[src/rtl/mips_pkg.sv]
// Shared constants and helpers for the MIPS pipeline stages.
package mips_pkg;

    localparam int          W        = 32;
    localparam int          PC_STEP  = 4;
    localparam int          CNT_W    = 16;
    localparam logic [31:0] RESET_PC = 32'h0000_0000;
    localparam logic [31:0] NOP      = 32'h0000_0000;

    // Instruction fetches are word aligned: the two byte-offset bits are dropped.
    function automatic logic [W-1:0] word_align(input logic [W-1:0] addr);
        return {addr[W-1:2], 2'b00};
    endfunction

endpackage

[src/rtl/mux64_32.sv]
// Two-input word multiplexer: y = s ? b : a.
module mux64_32 #(
    parameter int W = 32
) (
    input  logic [W-1:0] a,
    input  logic [W-1:0] b,
    input  logic         s,
    output logic [W-1:0] y
);

    // Pure select, no state.
    always_comb begin
        y = s ? b : a;
    end

endmodule

[src/rtl/if_stage.sv]
// Instruction-fetch stage: PC register, IF/ID pipeline register and a
// saturating counter of hazard-stall cycles.
//
// Per-edge priority: rst > branch_taken > freeze > sequential advance.
// A taken branch redirects the PC and flushes IF/ID even when the hazard
// unit is also asking for a stall, because the stalled instruction is on
// the wrong path anyway.
module if_stage
    import mips_pkg::*;
#(
    parameter int          W        = mips_pkg::W,
    parameter logic [31:0] RESET_PC = mips_pkg::RESET_PC,
    parameter int          PC_STEP  = mips_pkg::PC_STEP,
    parameter int          CNT_W    = mips_pkg::CNT_W
) (
    input  logic             clk,
    input  logic             rst,
    input  logic             freeze,
    input  logic             branch_taken,
    input  logic [W-1:0]     branch_addr,
    input  logic [W-1:0]     imem_data,
    output logic [W-1:0]     pc,
    output logic [W-1:0]     if_id_pc4,
    output logic [W-1:0]     if_id_instr,
    output logic             if_id_valid,
    output logic [CNT_W-1:0] stall_cnt
);

    logic [W-1:0] pc_seq;
    logic [W-1:0] branch_tgt;
    logic [W-1:0] next_pc;

    // Sequential address wraps modulo 2^W; the redirect target is forced word aligned.
    always_comb begin
        pc_seq     = pc + W'(PC_STEP);
        branch_tgt = word_align(branch_addr);
    end

    mux64_32 #(.W(W)) u_next_pc_mux (
        .a (pc_seq),
        .b (branch_tgt),
        .s (branch_taken),
        .y (next_pc)
    );

    // PC, IF/ID and stall counter update with reset > branch > freeze > advance priority.
    always_ff @(posedge clk) begin
        if (rst) begin
            pc          <= RESET_PC[W-1:0];
            if_id_pc4   <= '0;
            if_id_instr <= NOP[W-1:0];
            if_id_valid <= 1'b0;
            stall_cnt   <= '0;
        end else if (branch_taken) begin
            // Redirect and flush; if_id_pc4 keeps its last value.
            pc          <= next_pc;
            if_id_instr <= NOP[W-1:0];
            if_id_valid <= 1'b0;
        end else if (freeze) begin
            // Hold PC and IF/ID; count the stall, sticking at all-ones.
            if (stall_cnt != {CNT_W{1'b1}}) begin
                stall_cnt <= stall_cnt + 1'b1;
            end
        end else begin
            pc          <= next_pc;
            if_id_instr <= imem_data;
            if_id_pc4   <= pc_seq;
            if_id_valid <= 1'b1;
        end
    end

endmodule
[config.mk]
export PLATFORM = sky130hd
export DESIGN_NAME = if_stage
export DESIGN_NICKNAME = d
export VERILOG_FILES = /design/src/rtl/mips_pkg.sv /design/src/rtl/mux64_32.sv /design/src/rtl/if_stage.sv
export SDC_FILE = /design/constraint.sdc
export NUM_CORES = 1
export LEC_CHECK = 0
export CAP_MARGIN = 20
export CORE_ASPECT_RATIO = 0.5
export CORE_MARGIN = 2
export CORE_UTILIZATION = 46
export CTS_CLUSTER_SIZE = 10
export DETAILED_ROUTE_END_ITERATION = 7
export PLACE_DENSITY = 0.84
export SETUP_SLACK_MARGIN = 0.15
export SYNTH_ARGS = -nofsm -noshare
export SYNTH_HDL_FRONTEND = slang
export SYNTH_SLANG_ARGS = --single-unit
[constraint.sdc]
create_clock -name clk -period 2.9 [get_ports clk]
set_clock_uncertainty 0.1 [all_clocks]
set_input_delay 0.87 -clock clk [delete_from_list [all_inputs] [get_ports clk]]
set_output_delay 0.87 -clock clk [all_outputs]
set_load 0.01 [all_outputs]
==> impl_metrics.csv <==
group,metric,value,unit
outcome,status,"finished clean",
timing,final.setup.tns,0,ns
placed_design,gp_congestion,0.8285,
global_routing,overflow,0,
power,combPwrFrac,15.0,%
setup_path,cp-end-kind,"flip-flop",
timing,max_freq,390.8,MHz
timing,setup_slack,0.3413,ns
power,ir_drop,0.3172,mV
power,pwr-share-seq,46.6,%
setup_path,crit_arrival,2.71,ns
floorplanning,core_area,11670,µm²
timing,drv_slew,0,
cts,ctsHoldBuffers,0,
placed_design,place_hpwl,11100,µm
global_routing,grt_start_max_net_pins,46,
synth,synthArstFlopShare,0,%
timing,min_period_over_period,88.23,%
synth,yosysTopAreaCell,"dfxtp_1",
floorplanning,start_util,46.66,%
power,power.switching,0.0009272,W
setup_path,worstPathMaxFanout,5,
cts,cts_root_buf,"clkbuf_16",
cts,cts_sinks,109,
synth,synth-seq-cells,109,
synth,yosys.area.top_type_share,40.08,%
drt,vias_per_cell,5.775,
synth,ys_seq_area_share,40.08,%
finish,diodes,0,
hold_path,hp-class,"flip-flop to flip-flop",
cts,post-cts-setup-buffers,0,
drt,wirelength,16030,µm
finish,area_delta_synth_final,39.35,%
synth,synth.area.top_cells,"dfxtp_1, mux2i_1, nor2_1, a311oi_1, o21ai_0",
cts,clkLatencyLatePin,0.35,ns
finish,fill_cells,955,
flow_run,cap_violations,0,
finish,nNetsFinal,846,
timing,min_period,2.559,ns
floorplanning,die_y,80.93,µm
setup_path,rrSetupSlack,0.41,ns
setup_path,cp.required,3.05,ns
cts,cts_resized,0,
timing,relSlewSlack,50.43,%
drt,vias,5463,
timing,hold_violations,0,
floorplanning,die_x,157.9,µm
global_routing,grt.total_usage,24.94,%
synth,yosys_warnings,0,
global_routing,antenna_found_initial,0,
cts,path_clk_slew,0.08,ns
drt,drcViolationCount,0,
timing,setup_viol,0,
power,power.leakage,2.639,nW
drt,ant_nets,0,
setup_path,cp_slowest_stage_delay,0.62,ns
synth,synth_common_cells,"dfxtp_1, nor2_1, clkbuf_1",
placed_design,io_buffers,174,
synth,synth_ff_type,"dfxtp_1",
setup_path,crit_path_cell_trace,"clkdlybuf4s50_1 > nand2b_1 > or4b_1 > nor4_1 > mux2_2",
floorplanning,floorplan.die_area,12770,µm²
power,p_clk_share,38.4,%
power,p_int,0.002639,W
drt,drtIter0Drc,413,
cts,clockBufferDepth,2,
cts,cts_buffers,9,
drt,first_pass_iters,5,
setup_path,crit_buf_inv,1,
synth,synth_area,5444,µm²
power,powerDensity,470.1,nW/µm²
floorplanning,ios,181,
finish,fin_area,7586,µm²
setup_path,cpLargestDelayFamily,"simple AND/OR/NAND/NOR gates",
synth,synth.distinct_cells,57,
global_routing,grt_pass1_vias,5168,
setup_path,slowest_stage,"or4b_1",
placed_design,place_area,7258,µm²
finish,drive_above_1_share,7.939,%
synth,synth_edf_count,0,
cts,htree_levels,3,
drt,wl_per_cell,16.95,µm
synth,synthCells,627,
timing,rsz0062_at_grt,"no",
setup_path,crit_type,"primary input to flip-flop",
cts,cts_tree,"built",
synth,yosysMostFrequentCell,"dfxtp_1",
timing,worst-slew-pin-transition,0.7374,ns
power,sw_frac_of_total,26.00,%
placed_design,pre_cts_ws,-0.03753,ns
global_routing,grt_pass1_wl,25480,µm
setup_path,start_kind,"primary input",
synth,avgSynthCellArea,8.683,µm²
floorplanning,rows,28,
[metal layers]
| metal | vias to the layer above | track usage (%) | share of wire [%] |
|---|---|---|---|
| li1 | 2625 | - | - |
| met1 | 2564 | 30.85 | 42 |
| met2 | 239 | 42.22 | 48 |
| met3 | 35 | 7.577 | 8.1 |
| met4 | 0 | 7.727 | 2.3 |
| met5 | - | 0 | 0 |
[flip-flops by register name (all words and copies together), names as in the netlist]
register and flops:
if_id_valid 1, if_id_pc4 30, if_id_instr 32, stall_cnt 16
pc 30
[metrics by stage]
step                      power (W)  hold slack, ns  util, %  cells
after floorplan            0.001934          0.3740        -    630
after global placement     0.002212          0.3360    62.22    930
after detailed placement   0.002224          0.3428    62.22    930
after CTS                  0.003584          0.3556    65.03    946
after global routing       0.003706          0.3770    65.03    946
final                      0.003566          0.3512    65.03    946
[tightest hold or removal path: cells and delay by family, from the launching register on]
kind | cells | cell delay [ns]
buf+inv | 1 | 0.04
flops | 1 | 0.31
compound gates | 1 | 0.05
[power groups by stage]
stage	combinational [W]	clock [W]	sequential [W]
floorplan	0.000240	0	0.00169
global placement	0.000522	0	0.00169
detailed placement	0.000531	0	0.00169
CTS	0.000536	0.00139	0.00166
global route	0.000580	0.00145	0.00167
finish	0.000536	0.00137	0.00166
[cells in the final DEF, fill, tap and decap left out, drive strengths merged, types with 3 or more instances in the layout]
cell / synthesis / layout
xnor2: 17 / 17
nor3: 19 / 19
xor2: 4 / 4
dfxtp: 109 / 109
a21oi: 21 / 21
or4: 21 / 21
nand3: 13 / 13
or2: 3 / 3
nand4: 17 / 17
nor2b: 9 / 9
nor2: 78 / 78
mux2: 6 / 6
and4: 5 / 5
nand3b: 3 / 3
buf: 21 / 24
nor4: 17 / 17
o21ai: 32 / 32
clkbuf: 39 / 9
conb: 1 / 4
mux2i: 34 / 34
clkdlybuf4s50: 0 / 172
nand2: 34 / 34
a311oi: 20 / 20
and3: 8 / 8
a211oi: 18 / 18
o41ai: 4 / 4
o31ai: 18 / 18
inv: 9 / 13
a31oi: 7 / 7
or3: 18 / 18
a32oi: 5 / 5
[path summary, 6_finish.rpt]
kind / start / endpoint / depth (start not counted)
worst min-delay path: if_id_valid / if_id_valid / 2
worst min register to register: if_id_valid / if_id_valid / 2
worst max-delay path: branch_taken / stall_cnt[15] / 5
worst max register to register: pc[2] / pc[20] / 5
[layout make-up]
cell class / count / area, µm² / share of cell area (%)
repair buffers: 196 / 1909 / 25.17
multi-input cells: 451 / 2927 / 38.58
clock buffers: 9 / 225.2 / 2.969
clock inverters: 7 / 102.6 / 1.352
well taps: 165 / 206.4 / 2.721
flip-flops and latches: 109 / 2182 / 28.76
inverters: 9 / 33.78 / 0.4453
[cells by family (layout without fill, tap and decap cells)]
family                   count (synthesis)  after routing  synth area share (%)
adder cells (fa/ha/maj)                  2              2                0.4596
XOR/XNOR                                21             21                 3.378
AO/OA/AOI/OAI                          133            133                 16.64
flip-flops                             109            109                 40.08
multiplexers                            40             40                 7.493
buffers and inverters                   70            221                 6.504
AND/OR/NAND/NOR                        251            251                 25.37
other                                    1              4               0.06888
No activity file was read; power rests on OpenSTA's default activity.
